--- config.mk ---
export PLATFORM = sky130hd
export DESIGN_NAME = ps2_scancode_rx
export DESIGN_NICKNAME = d
export VERILOG_FILES = /design/src/rtl/ps2_scancode_rx.sv
export SDC_FILE = /design/constraint.sdc
export NUM_CORES = 1
export LEC_CHECK = 0
export BUFFER_PORTS_ARGS = -buffer_cell sky130_fd_sc_hd__buf_4
export CORE_MARGIN = 2
export CORE_UTILIZATION = 59
export DETAILED_ROUTE_END_ITERATION = 8
export MAX_ROUTING_LAYER = met4
export PLACE_DENSITY = 0.78
export SLEW_MARGIN = 20
export SYNTH_ARGS = -nofsm -noshare
export SYNTH_HDL_FRONTEND = slang
export SYNTH_SLANG_ARGS = --single-unit
--- constraint.sdc ---
create_clock -name reloj -period 2 [get_ports reloj]
set_input_delay 0.1 -clock reloj [delete_from_list [all_inputs] [get_ports reloj]]
set_output_delay 0.1 -clock reloj [all_outputs]
set_load 0.1 [all_outputs]
--- src/rtl/ps2_scancode_rx.sv ---
// PS/2 keyboard receiver: synchronizes and deglitches the pins, frames 11-bit
// PS/2 words, checks odd parity and stop bit, and presents scan codes.
module ps2_scancode_rx #(
    parameter int FILTER_LEN   = 8,
    parameter int TIMEOUT      = 50000,
    parameter int VALID_CYCLES = 4
) (
    input  logic       reloj,
    input  logic       reset,
    input  logic       ps2_clk,
    input  logic       ps2_data,
    output logic [7:0] scancode,
    output logic       valid_scan_code,
    output logic       parity_err,
    output logic       frame_err
);

    // state    | meaning
    // S_IDLE   | waiting for a start bit (data low on a fall event)
    // S_DATA   | shifting in 8 data bits, LSB first
    // S_PARITY | capturing the odd-parity bit
    // S_STOP   | checking stop bit and parity, then accept or drop
    typedef enum logic [1:0] {S_IDLE, S_DATA, S_PARITY, S_STOP} state_t;

    localparam int FW = (FILTER_LEN > 1) ? $clog2(FILTER_LEN + 1) : 1;
    localparam int TW = $clog2(TIMEOUT + 1);
    localparam int VW = $clog2(VALID_CYCLES + 1);
    localparam logic [FW-1:0] FILT_LAST  = FW'(FILTER_LEN - 1);
    localparam logic [TW-1:0] TMO_LAST   = TW'(TIMEOUT - 1);
    localparam logic [VW-1:0] VALID_LAST = VW'(VALID_CYCLES - 1);

    logic          clk_meta_q, clk_sync_q, data_meta_q, data_sync_q;
    logic          filt_clk_q;
    logic [FW-1:0] filt_cnt_q;
    logic          fall_q;
    state_t        state_q;
    logic [2:0]    bit_cnt_q;
    logic [7:0]    shift_q;
    logic          par_q;
    logic [TW-1:0] tmo_cnt_q;
    logic [7:0]    scancode_q;
    logic          valid_q;
    logic [VW-1:0] valid_cnt_q;
    logic          parity_err_q, frame_err_q;

    logic filt_switch_d, fall_d, accept_d;

    always_comb begin
        filt_switch_d = (clk_sync_q != filt_clk_q) && (filt_cnt_q == FILT_LAST);
        fall_d        = filt_switch_d && filt_clk_q;
        accept_d      = (state_q == S_STOP) && fall_q && data_sync_q
                        && (^{par_q, shift_q});
    end

    // Two-flop synchronizers; idle bus level is high on both lines.
    always_ff @(posedge reloj) begin
        if (reset) begin
            clk_meta_q  <= 1'b1;
            clk_sync_q  <= 1'b1;
            data_meta_q <= 1'b1;
            data_sync_q <= 1'b1;
        end else begin
            clk_meta_q  <= ps2_clk;
            clk_sync_q  <= clk_meta_q;
            data_meta_q <= ps2_data;
            data_sync_q <= data_meta_q;
        end
    end

    // The filtered clock follows only after FILTER_LEN consecutive samples at the new level.
    always_ff @(posedge reloj) begin
        if (reset) begin
            filt_clk_q <= 1'b1;
            filt_cnt_q <= '0;
            fall_q     <= 1'b0;
        end else begin
            fall_q <= fall_d;
            if (clk_sync_q == filt_clk_q) begin
                filt_cnt_q <= '0;
            end else if (filt_switch_d) begin
                filt_clk_q <= clk_sync_q;
                filt_cnt_q <= '0;
            end else begin
                filt_cnt_q <= filt_cnt_q + 1'b1;
            end
        end
    end

    always_ff @(posedge reloj) begin
        if (reset) begin
            state_q      <= S_IDLE;
            bit_cnt_q    <= '0;
            shift_q      <= '0;
            par_q        <= 1'b0;
            tmo_cnt_q    <= '0;
            parity_err_q <= 1'b0;
            frame_err_q  <= 1'b0;
        end else begin
            parity_err_q <= 1'b0;
            frame_err_q  <= 1'b0;
            if (state_q == S_IDLE) begin
                tmo_cnt_q <= '0;
                if (fall_q && !data_sync_q) begin
                    state_q   <= S_DATA;
                    bit_cnt_q <= '0;
                end
            end else if (fall_q) begin
                tmo_cnt_q <= '0;
                case (state_q)
                    S_DATA: begin
                        shift_q   <= {data_sync_q, shift_q[7:1]};
                        bit_cnt_q <= bit_cnt_q + 1'b1;
                        if (bit_cnt_q == 3'd7) state_q <= S_PARITY;
                    end
                    S_PARITY: begin
                        par_q   <= data_sync_q;
                        state_q <= S_STOP;
                    end
                    default: begin
                        // A bad stop bit masks any parity verdict.
                        if (!data_sync_q)              frame_err_q  <= 1'b1;
                        else if (!(^{par_q, shift_q})) parity_err_q <= 1'b1;
                        state_q <= S_IDLE;
                    end
                endcase
            end else if (tmo_cnt_q == TMO_LAST) begin
                frame_err_q <= 1'b1;
                tmo_cnt_q   <= '0;
                state_q     <= S_IDLE;
            end else begin
                tmo_cnt_q <= tmo_cnt_q + 1'b1;
            end
        end
    end

    // Hold timer is decoupled from the FSM so a new frame can start while valid is high.
    always_ff @(posedge reloj) begin
        if (reset) begin
            scancode_q  <= '0;
            valid_q     <= 1'b0;
            valid_cnt_q <= '0;
        end else if (accept_d) begin
            scancode_q  <= shift_q;
            valid_q     <= 1'b1;
            valid_cnt_q <= VALID_LAST;
        end else if (valid_cnt_q != '0) begin
            valid_cnt_q <= valid_cnt_q - 1'b1;
        end else begin
            valid_q <= 1'b0;
        end
    end

    assign scancode        = scancode_q;
    assign valid_scan_code = valid_q;
    assign parity_err      = parity_err_q;
    assign frame_err       = frame_err_q;

endmodule

## Word level (Yosys, flattened, before mapping)

Cells that the tools add are included.

| cells by class | value |
|---|---|
| add/sub/neg operators | 4 |
| eq/ne operators | 11 |
| muxes and demuxes | 19 |
| bitwise gates (word level) | 4 |
| reduce and logical (&&, ||, !) cells | 25 |

Operators with widths:

| kind | number |
|---|---|
| 16-bit by 1-bit adder with 16-bit output (second input constant) | 1 |
| 16-bit == test (second input constant) | 1 |
| 2-bit 2-to-1 mux | 7 |
| 3-bit 2-to-1 mux | 4 |
| 3-bit AND reduction | 4 |
| 9-bit XOR reduction | 1 |
| 1-bit 2-to-1 mux | 7 |
| 1-bit logical AND | 6 |
| 2-bit nonzero test | 3 |
| 3-bit nonzero test | 2 |
| 2-bit OR reduction | 3 |
| 6-bit OR reduction | 1 |
| 4-bit by 1-bit adder with 4-bit output (second input constant) | 1 |
| 2-bit == test (second input constant) | 2 |
| 4-bit by 3-bit == test with 1-bit output (second input constant) | 1 |
| 4-bit inequality test (second input constant) | 1 |
| 1-bit NOT | 4 |
| 2-bit case mux with 2 select lines | 1 |
| 4-bit OR reduction | 1 |
| 3-bit by 1-bit adder with 3-bit output (second input constant) | 1 |
| 3-bit == test (second input constant) | 1 |
| 3-bit OR reduction | 1 |
| 3-bit by 1-bit subtractor with 3-bit output (second input constant) | 1 |
| 2-bit by 1-bit == test with 1-bit output (second input constant) | 1 |
| 7 further kinds | 7 |

| word-level totals | value |
|---|---|
| register bits after elaboration | 54 |
| bits of input ports | 4 |
| output and inout bits | 11 |
| logic and storage cells | 81 |

## Longest topological paths before layout

Gate-level depths: netlist (run 1).

| logic depth | value |
|---|---|
| depth in word-level cells | 5 |
| mapped depth | 8 |
| gate-level depth less buffers | 6 |

## Worst setup path before layout (run 1)

OpenSTA, ideal clock, no wires.

| timing path | value |
|---|---|
| path kind | register to register |
| start | register tmo_cnt_q[0] |
| end | register tmo_cnt_q[14] |
| library setup time | 0.115 ns |
| arrival time | 1.758 ns |
| required time | 1.885 ns |
| path slack | 0.127 ns |
| cell stages (with the launch flop) | 7 |
| buffers on the path | 1 |
| period minus slack after synthesis | 1.873 ns |
| cell sequence | dfxtp_1 ha_1 nand3_1 or4_4 o21ai_4 buf_6 nor2_1 |

| between the ends | value |
|---|---|
| cells in the longest elaborated chain, start to end | 2 |
| elaborated cells between the ends (all ways) | 3 |
| classes of those cells | add/sub: 1; eq/ne: 1; reduce/logical: 1 |

Ends and longest elaborated chain:

| item | RTL line | RTL |
|---|---|---|
| start: declaration | 40 | `logic [TW-1:0] tmo_cnt_q;` |
| start signal: assignment | 131 | `tmo_cnt_q <= tmo_cnt_q + 1'b1;` |
| branches (longest 2 deep; another with 16-bit by 1-bit adder with 16-bit output) | -- |  |

Several ways; the timed one is not identified.
A chain may end at the register's enable or synchronous reset.

## Final worst setup path (run 1)

| timing path | value |
|---|---|
| start | register tmo_cnt_q[0] |
| end | register tmo_cnt_q[10] |

The elaborated chain is that of the path after synthesis.

==> results of run 1 <==
==> Yosys cell counts, types with 2 or more instances <==
cell / number
dfxtp_1: 54
nor2_1: 31
nand2_1: 27
nand2b_1: 20
xnor2_1: 14
a21oi_1: 13
mux2i_1: 11
ha_1: 10
clkbuf_1: 8
inv_1: 8
nand3_1: 8
xor2_1: 7
nand4_1: 6
nor3_1: 5
nor4_1: 5
or2_2: 5
nor2b_1: 4
a22oi_1: 2
and3_1: 2
nand3b_1: 2
o21ai_0: 2
o41ai_1: 2
==> cells by family after synthesis <==
| logic type | share of synthesized area [%] |
|---|---|
| AOI/OAI and AO/OA | 6.434 |
| xor gates and xnor gates | 9.470 |
| adders and majority gates | 5.147 |
| buffers and inverters | 3.243 |
| DFF | 44.47 |
| muxes | 4.992 |
| and+or+nand+nor | 26.25 |
==> per-layer routing <==
| metal | global-route usage [%] | vias to the layer above | part of all wire [%] |
|---|---|---|---|
| li1 | - | 930 | - |
| met2 | 35.56 | 21 | 49 |
| met4 | 6.000 | 0 | 1.3 |
| met5 | - | - | 0 |
| met1 | 23.61 | 805 | 46 |
| met3 | 5.428 | 6 | 3.0 |
==> metrics by stage <==
stage	worst slack [ns]	total power [W]	instances
global route	0.04903	0.001987	334
floorplan	0.1269	0.001277	265
CTS	0.1718	0.001906	334
detailed placement	0.1841	0.001309	324
global placement	0.2149	0.001301	324
finish	0.1778	0.001882	334
==> power by group through the flow <==
| stage | clock [W] | sequential (W) | combinational, W |
|---|---|---|---|
| 3_3_place_gp | 0 | 0.00115 | 0.000155 |
| 5_1_grt | 0.000661 | 0.00113 | 0.000199 |
| 2_1_floorplan | 0 | 0.00114 | 0.000133 |
| 6_report | 0.000596 | 0.00112 | 0.000164 |
| 3_5_place_dp | 0 | 0.00115 | 0.000161 |
| 4_1_cts | 0.000619 | 0.00112 | 0.000165 |
==> registers in the layout, summed over array words and instances, names as in the netlist, 2 cells and up <==
signal and flops:
bit_cnt_q 3, filt_cnt_q 4, scancode 8, shift_q 8, state_q 2, tmo_cnt_q 16, valid_cnt_q 3
==> cell type report <==
type | instances | area [um2] | share of cell area (%)
well taps | 50 | 62.56 | 2.311
clock inverters | 2 | 13.76 | 0.5083
clock buffers | 6 | 72.57 | 2.680
flip-flops and latches | 54 | 1081 | 39.93
repair buffers | 21 | 175.2 | 6.469
multi-input cells | 193 | 1272 | 47.00
inverters | 8 | 30.03 | 1.109
==> critical path, cell delays in order (launching register included) <==
cell	delay, ns
dfxtp_1	0.40
ha_1	0.20
nand3_1	0.12
or4_4	0.60
o21ai_4	0.19
buf_12	0.15
nor2_1	0.05
==> repair_timing <==
item / CTS / global route
endpoints found under the setup margin: 0 / 1
gates resized for setup: 0 / 1
endpoints found under the hold margin: 2 / 0
hold buffers: 2 / 0
==> worst max-delay path by stage <==
stage / from / to / slack [ns] / depth (start not counted)
final: tmo_cnt_q[0]$_SDFF_PP0_ / tmo_cnt_q[10]$_SDFF_PP0_ / 0.18 / 6
after global routing: tmo_cnt_q[0]$_SDFF_PP0_ / state_q[1]$_SDFFE_PP0P_ / 0.05 / 5
after CTS: shift_q[3]$_SDFFE_PP0P_ / scancode[5]$_SDFFE_PP0P_ / 0.17 / 4
after detailed placement: tmo_cnt_q[7]$_SDFF_PP0_ / tmo_cnt_q[10]$_SDFF_PP0_ / 0.18 / 5
after global placement: tmo_cnt_q[7]$_SDFF_PP0_ / tmo_cnt_q[15]$_SDFF_PP0_ / 0.21 / 5
after floorplan: tmo_cnt_q[0]$_SDFF_PP0_ / tmo_cnt_q[14]$_SDFF_PP0_ / 0.13 / 6
==> results.md, run 1 <==
- Die X: 68.19 um
- WHS Path Cells: 2
- Seq/Total Area, Yosys: 44.47%
- Hold Path Origin: reset
- Top FF cell, synth: dfxtp_1
- Slew Limit Fails: 0
- Synth area leader: dfxtp_1
- Die ar.: 0.004650 mm2
- Min cycle time layout: 1.822 ns
- Antenna violations before repair: 0
- Clk_skew: 0.004099 ns
- Final setup TNS: 0 ns
- I/O Buffers: 14
- Largest net degree at the start of global routing: 44
- Worst hold slack: 0.1852 ns
- Total CTS buffers: 5
- Netlist cell types: 41
- CTS root buffer: clkbuf_8
- Worst r2r path cells: 6
- Worst IR drop on VDD: 0.5375 mV
- GPL Wtd Cong: 0.7882
- Sw frac: 23.87%
- Share of cells above drive strength 1: 12.68%
- All-Layer GR Usage: 20.66%
- Setup-failing EPs final: 0
- Synth top area cells: dfxtp_1 44%, ha_1 5.1%, nand2b_1 5.1%
- Vias in the first global route: 1653
- R2r endpoint: tmo_cnt_q[10]$_SDFF_PP0_
- Crit Path Category: register to register
- Switching pwr: 0.0004494 W
- Worst R2R Setup Slack: 0.18 ns
- FF-to-FF Start: tmo_cnt_q[0]$_SDFF_PP0_
- Filler Cell Count: 362
- CP Data Arrival Time: 2.03 ns
- Least-Margin Pin Slew: 0.3914 ns
- Site Rows: 23
- Clock Pin Slew Worst Setup and Hold Paths: 0.09 ns
- Number of max-cap violations: 0
- Final hold violation count: 0
- Pre-antenna DRT Iters: 6
- Drt drc: 0
- Crit start category: register
- Post-synth top area share: 44.47%
- Clock power share: 31.7%
- P_leak: 0.9917 nW
- DP Wirelength: 2830 um
- Clock tree buffer depth: 2
- Vias/cell: 5.275
- Hold worst-path end: bit_cnt_q[2]$_SDFFE_PP0P_
- Nets: 297
- Skew-Pair Late Insertion Delay: 0.31 ns
- Internal: 0.001433 W
- Core ar.: 0.003971 mm2
- Yosys reg bits: 54
- TritonCTS clock tree: yes
- Critical Path End Type: register
- Commonest non-fill, non-tap cell in the layout: dfxtp_1
- Syn-to-layout area delta: 11.37%
- Antenna viol nets, final: 0
- Final Core Density: 68.18%
- Async SR Flop Fraction: 0%
- Post-Synthesis Cells: 265
- CP max FO: 16
- Routed WL per cell: 12.13 um
- Part of the power in combinational logic: 8.7%
- HP Class: primary input to register
- Avg Inst Size Synth: 9.174 um2
- RSZ-0062 raised after global routing: no
- Layout Cell Area excl Fill: 0.002708 mm2
- DRT iter0 DRCs: 82
- Sink Count: 54
- Sequential share of power: 59.6%
- GRT Residual Overflow: 0
- Synth Net Count: 279
- Starting Density: 61.22%
- CTS H-tree lvls: 2
- Required time worst endpoint: 2.20 ns
- Postcts setup bufs: 0
- Synth warn: 0
- Status: finished, final reports clean
- Final antenna diode count: 0
- Via Count: 1762
- Slew margin rel.: 73.87%
- Fmax achieved: 0.5488 GHz
- Die Y: 68.19 um
- First-pass GRT wire length: 6975 um
- PwrDens: 695.2 mW/mm2
- Period utilisation layout: 91.11%
- Number of flops mapped to enable cells by yosys: 0
- Post-Route WL: 4052 um
- Most frequent cells in the layout: 54 x dfxtp_1, 31 x nor2_1, 27 x nand2_1
- Post-Syn Area: 0.002431 mm2
- Top-Level Pins: 15
- Dpl cell area: 0.002600 mm2
(Power assumes the default switching activity.)
==> inputs of run 2 (changes only) <==
==> constraint.sdc (replaced) <==
create_clock -name reloj -period 1.8 [get_ports reloj]
set_input_delay 0.09 -clock reloj [delete_from_list [all_inputs] [get_ports reloj]]
set_output_delay 0.09 -clock reloj [all_outputs]
set_load 0.1 [all_outputs]
==> run 2 against run 1 <==
Final cell count up 3.0%. Via count grew 1.8%. Wire length is 2.9% higher. Final area increased by 4.3%. Register-to-register slack worse by 0.16 ns. Critical endpoint is now tmo_cnt_q[15]$_SDFF_PP0_. Largest cell class unchanged.
==> results.md, run 2 (synthesized netlist as in run 1, its figures left out) <==
- Final hold violation count: 0 (unchanged)
- Worst IR drop on VDD: 0.6136 mV (+14%)
- HP Class: primary input to register
- Status: finished, final reports clean
- Share of cells above drive strength 1: 19.73% (+7.1 points)
- First-pass GRT wire length: 7044 um (+0.99%)
- Post-Route WL: 4169 um (+2.9%)
- Crit Path Category: register to register
- Setup-failing EPs final: 0 (unchanged)
- Via Count: 1793 (+1.8%)
- RSZ-0062 raised after global routing: yes
- Antenna viol nets, final: 0 (unchanged)
- Site Rows: 23 (unchanged)
- Pre-antenna DRT Iters: 4 (-2)
- Die X: 68.19 um (unchanged)
- GRT Residual Overflow: 0 (unchanged)
- CP max FO: 7 (-9)
- CTS root buffer: clkbuf_8
- CTS H-tree lvls: 2 (unchanged)
- Period utilisation layout: 99.12% (+8.0 points)
- DRT iter0 DRCs: 46 (-44%)
- PwrDens: 737.3 mW/mm2 (+6.0%)
- Postcts setup bufs: 0 (unchanged)
- Filler Cell Count: 332 (-8.3%)
- Reg with most FFs: tmo_cnt_q
- Core ar.: 0.003971 mm2 (unchanged)
- Layout Cell Area excl Fill: 0.002824 mm2 (+4.3%)
- Final antenna diode count: 0 (unchanged)
- Number of max-cap violations: 0 (unchanged)
- Vias/cell: 5.212 (-1.2%)
- Final worst slack: 0.01583 ns (-0.1619 ns)
- Drt drc: 0 (unchanged)
- Fmax achieved: 0.5605 GHz (+2.1%)
- Antenna violations before repair: 0 (unchanged)
- Largest net degree at the start of global routing: 44 (unchanged)
- DP Wirelength: 2896 um (+2.3%)
- Cell total after placement: 335 (+3.4%)
- Syn-to-layout area delta: 16.16%
- Least-Margin Pin Slew: 0.3705 ns (-0.02091 ns)
- Top-Level Pins: 15 (unchanged)
- Most frequent cells in the layout: 51 x dfxtp_1, 28 x nor2_1, 28 x buf_4
- CP Data Arrival Time: 1.98 ns (-0.05 ns)
- Crit start category: register
- Min cycle time layout: 1.784 ns (-0.03807 ns)
- Required time worst endpoint: 2.00 ns (-0.20 ns)
- Total CTS buffers: 5 (unchanged)
- Nets: 308 (+3.7%)
- Clock Pin Slew Worst Setup and Hold Paths: 0.10 ns (about the same)
- Vias in the first global route: 1637 (-0.97%)
- GPL Wtd Cong: 0.7978 (+1.2%)
- Final Non-Filler Cells: 344 (+3.0%)
- Routed WL per cell: 12.12 um (-0.10%)
- Sink Count: 54 (unchanged)
- Commonest non-fill, non-tap cell in the layout: dfxtp_1
- Starting Density: 61.22% (unchanged)
- P_leak: 1.045 nW (+5.3%)
- Slew Limit Fails: 0 (unchanged)
- I/O Buffers: 14 (unchanged)
- Setup Slack @ Placement: 0.02690 ns (-0.1572 ns)
- TritonCTS clock tree: yes
- Die ar.: 0.004650 mm2 (unchanged)
- Skew-Pair Late Insertion Delay: 0.32 ns (about the same)
- Final setup TNS: 0 ns (unchanged)
- Clock tree buffer depth: 2 (unchanged)
- Dpl cell area: 0.002676 mm2 (+2.9%)
- All-Layer GR Usage: 20.98% (+0.31 points)
- Clk_skew: 0.009291 ns (+0.005192 ns)
- Critical Path End Type: register
- Slew margin rel.: 75.30% (+1.4 points)
- Largest register FFs: 16 (unchanged)
- Die Y: 68.19 um (unchanged)
## run 2: cell count changes in the layout (fill, tap and decap cells not counted), sizes merged
cell,delta
buf,+11
clkbuf,-1
clkinv,-2
clkinvlp,+2
## run 2: per-layer routing
metal  GRT usage, %  vias up  routed length [um]
li1               -      945                   -
met1          23.58      820                1912
met2          34.83       20                2037
met3          6.414        8                 138
met4          8.250        0                  80
met5              -        -                   0
## run 2: final cells by class
type	count	area [um2]	area share, %
inverter	8	30.03	1.063
tap	50	62.56	2.215
timing repair buffer	32	252.7	8.950
sequential	54	1085	38.41
multi-input combinational	193	1310	46.39
clock inverter	2	15.01	0.5317
clock buffer	5	68.82	2.437
## run 2: worst max-delay path: stages, from the launching register on
cell,delay (ns)
dfxtp_2,0.33
or4b_4,0.51
or4_4,0.47
o21ai_4,0.17
buf_6,0.16
a21oi_2,0.04
## run 2: path summary, 6_finish.rpt
check | startpoint | end | slack [ns] | depth (start not counted)
hold / removal | reset | shift_q[1]$_SDFFE_PP0P_ | 0.18 | 2
setup reg to reg | tmo_cnt_q[10]$_SDFF_PP0_ | tmo_cnt_q[15]$_SDFF_PP0_ | 0.02 | 5
setup / recovery | tmo_cnt_q[10]$_SDFF_PP0_ | tmo_cnt_q[15]$_SDFF_PP0_ | 0.02 | 5
hold reg to reg | clk_meta_q$_SDFF_PP1_ | clk_sync_q$_SDFF_PP1_ | 0.41 | 1
## run 2: stage by stage
| stage | power [W] | util (%) | hold slack [ns] |
|---|---|---|---|
| 6_report | 0.002082 | 71.11 | 0.1775 |
| 4_1_cts | 0.002104 | 70.01 | 0.1774 |
| 2_1_floorplan | 0.001419 | - | 0.1938 |
| 3_3_place_gp | 0.001444 | 67.39 | 0.2740 |
| 5_1_grt | 0.002180 | 71.11 | 0.1888 |
| 3_5_place_dp | 0.001451 | 67.39 | 0.2767 |
## run 2: what timing repair did
| item | 4_1_cts | 5_1_grt |
|---|---|---|
| hold buffers | 2 | 0 |
| endpoints found under the hold margin | 2 | 0 |
| gates resized for setup | 0 | 15 |
| setup endpoints to repair | 0 | 34 |
## run 2: power breakdown
group	total [W]	switching, W	internal [W]
Sequential	0.00125	0.0000182	0.00123
Combinational	0.000179	0.0000906	0.0000885
Clock	0.000657	0.000391	0.000266
==> inputs of run 3 (changes only) <==
--- a/config.mk
+++ b/config.mk
@@ -7,10 +7,10 @@
 export LEC_CHECK = 0
 export BUFFER_PORTS_ARGS = -buffer_cell sky130_fd_sc_hd__buf_4
 export CORE_MARGIN = 2
-export CORE_UTILIZATION = 59
+export CORE_UTILIZATION = 64
 export DETAILED_ROUTE_END_ITERATION = 8
 export MAX_ROUTING_LAYER = met4
-export PLACE_DENSITY = 0.78
+export PLACE_DENSITY = 0.83
 export SLEW_MARGIN = 20
 export SYNTH_ARGS = -nofsm -noshare
 export SYNTH_HDL_FRONTEND = slang
==> constraint.sdc (replaced) <==
create_clock -name reloj -period 2.1 [get_ports reloj]
set_input_delay 0.105 -clock reloj [delete_from_list [all_inputs] [get_ports reloj]]
set_output_delay 0.105 -clock reloj [all_outputs]
set_load 0.1 [all_outputs]
==> run 3 against run 2 <==
Sequential power down 14%. Via count up 0.45%. Hold slack better by 0.025 ns. Count of clock-buffer cells in the layout up 3. Flip-flop and latch count unchanged. Final cell count down 3.5%. Core utilization up 3.4 points. Clock skew down 0.0010 ns. Largest cell class unchanged. Largest power group unchanged.
==> results.md, run 3 (synthesized netlist as in run 1, its figures left out) <==
- GRT Residual Overflow: 0 (unchanged)
- P_leak: 1.003 nW (-4.0%)
- Core ar.: 0.003661 mm2 (-7.8%)
- CP max FO: 5 (-2)
- HP Class: primary input to register
- Worst r2r path cells: 5 (unchanged)
- Commonest non-fill, non-tap cell in the layout: dfxtp_1
- Final hold violation count: 0 (unchanged)
- First-pass GRT wire length: 7320 um (+3.9%)
- Setup-failing EPs final: 0 (unchanged)
- CTS root buffer: clkbuf_8
- Drt drc: 0 (unchanged)
- Resized cells post-CTS: 0 (unchanged)
- Reg with most FFs: tmo_cnt_q
- Share of cells above drive strength 1: 12.68% (-7.1 points)
- TritonCTS clock tree: yes
- Nets: 297 (-3.6%)
- Largest net degree at the start of global routing: 44 (unchanged)
- Largest register FFs: 16 (unchanged)
- Die X: 65.63 um (-3.8%)
- I/O Buffers: 14 (unchanged)
- FF-to-FF Start: tmo_cnt_q[7]$_SDFF_PP0_
- Min cycle time layout: 1.879 ns (+0.09531 ns)
- DRT iter0 DRCs: 69 (+50%)
- CP Data Arrival Time: 2.08 ns (+0.10 ns)
- Part of the power in combinational logic: 8.1% (-0.5 points)
- Starting Density: 66.40% (+5.2 points)
- Top-Level Pins: 15 (unchanged)
- Pre-antenna DRT Iters: 4 (unchanged)
- Slew Limit Fails: 0 (unchanged)
- R2r endpoint: tmo_cnt_q[14]$_SDFF_PP0_
- Hold Path Origin: reset
- CTS H-tree lvls: 2 (unchanged)
- Routed WL per cell: 12.36 um (+2.0%)
- Clock Pin Slew Worst Setup and Hold Paths: 0.09 ns (about the same)
- Antenna violations before repair: 0 (unchanged)
- Most frequent cells in the layout: 54 x dfxtp_1, 31 x nor2_1, 27 x nand2_1
- Required time worst endpoint: 2.30 ns (+0.30 ns)
- Site Rows: 22 (-4.3%)
- Filler Cell Count: 283 (-15%)
- Total CTS buffers: 5 (unchanged)
- Clock tree buffer depth: 2 (unchanged)
- Post-Route WL: 4103 um (-1.6%)
- Number of max-cap violations: 0 (unchanged)
- Vias/cell: 5.425 (+4.1%)
- Final setup TNS: 0 ns (unchanged)
- Fmax achieved: 0.5321 GHz (-5.1%)
- Skew-Pair Late Insertion Delay: 0.30 ns (-0.02 ns)
- Least-Margin Pin Slew: 0.3948 ns (+0.02428 ns)
- Die Y: 65.63 um (-3.8%)
- Syn-to-layout area delta: 12.20%
- Worst R2R Setup Slack: 0.22 ns (+0.20 ns)
- Vias in the first global route: 1749 (+6.8%)
- Final antenna diode count: 0 (unchanged)
- Crit start category: register
- Antenna viol nets, final: 0 (unchanged)
- Crit Path Category: register to register
- DP Wirelength: 2872 um (-0.81%)
- Layout Cell Area excl Fill: 0.002728 mm2 (-3.4%)
- Critical path origin: tmo_cnt_q[7]$_SDFF_PP0_
- Internal: 0.001460 W (-7.7%)
- Area of the multi-input gates: 0.001271 mm2 (-3.0%)
- Sequential share of power: 57.3% (-2.5 points)
- Sw frac: 21.81% (-2.2 points)
- PwrDens: 684.6 mW/mm2 (-7.1%)
- GPL Wtd Cong: 0.8378 (+5.0%)
- Sink Count: 54 (unchanged)
- Hold worst-path end: bit_cnt_q[1]$_SDFFE_PP0P_
- Via Count: 1801 (+0.45%)
- Clock power share: 34.7% (+3.1 points)
- Clk_skew: 0.008280 ns (-0.001011 ns)
- Slew margin rel.: 73.68% (-1.6 points)
- Period utilisation layout: 89.50% (-9.6 points)
- Status: finished, final reports clean
- WHS Path Cells: 2 (unchanged)
- Worst IR drop on VDD: 0.4839 mV (-21%)
- Die ar.: 0.004307 mm2 (-7.4%)
- Storage cell area: 0.001081 mm2 (-0.35%)
- RSZ-0062 raised after global routing: no
- Switching pwr: 0.0004073 W (-18%)
- All-Layer GR Usage: 22.75% (+1.8 points)
- Dpl cell area: 0.002597 mm2 (-2.9%)
- Critical Path End Type: register
## run 3: cell count changes in the layout (fill, tap and decap cells not counted), moves of 3 or more
cell	previous run	this run
clkbuf_8	5	8
dfxtp_1	51	54
nor2_1	28	31
dfxtp_2	3	0
buf_4	28	18
## run 3: worst max path at each step
stage,endpoint,slack (ns)
global placement,tmo_cnt_q[7]$_SDFF_PP0_,0.30
CTS,tmo_cnt_q[14]$_SDFF_PP0_,0.22
finish,tmo_cnt_q[14]$_SDFF_PP0_,0.22
global route,state_q[1]$_SDFFE_PP0P_,0.14
detailed placement,tmo_cnt_q[14]$_SDFF_PP0_,0.26
floorplan,tmo_cnt_q[13]$_SDFF_PP0_,0.23
## run 3: metrics by stage
stage               util [%]  total power, W  cells  hold slack, ns  setup slack (ns)
CTS                    74.50        0.001888    332          0.1909            0.2239
detailed placement     70.95        0.001239    322          0.2917            0.2561
global route           74.50        0.001949    332          0.2047            0.1366
floorplan                  -        0.001216    265          0.2088            0.2269
global placement       70.95        0.001237    322          0.2896            0.3023
finish                 74.50        0.001867    332          0.2028            0.2205
## run 3: what timing repair did
item,CTS,global route
hold endpoints to repair,2,0
hold buffers,2,0
buffers inserted,0,0
## run 3: layout make-up
class / count / area share, %
clock buffer: 8 / 4.037
timing repair buffer: 21 / 6.422
sequential: 54 / 39.63
multi-input combinational: 193 / 46.61
inverter: 8 / 1.101
tap: 48 / 2.202
## run 3: critical path: stages (launching register included)
cell	delay (ns)
dfxtp_1	0.36
or4b_1	0.52
or4_4	0.47
o21ai_4	0.21
buf_4	0.16
nor2_1	0.05
## run 3: per-layer routing
metal | GRT usage, % | part of all wire (%) | vias up | routed length [um]
li1 | - | - | 929 | -
met1 | 25.08 | 45 | 838 | 1843
met2 | 38.13 | 49 | 24 | 2020
met3 | 5.993 | 3.0 | 10 | 124
met4 | 10.94 | 2.8 | 0 | 114
met5 | - | 0 | - | 0
## run 3: power groups by stage
stage	combinational, W	sequential [W]	clock [W]
after floorplan	0.000127	0.00109	0
after global placement	0.000145	0.00109	0
after detailed placement	0.000146	0.00109	0
after CTS	0.000152	0.00107	0.000666
after global routing	0.000171	0.00107	0.000705
final	0.000151	0.00107	0.000648
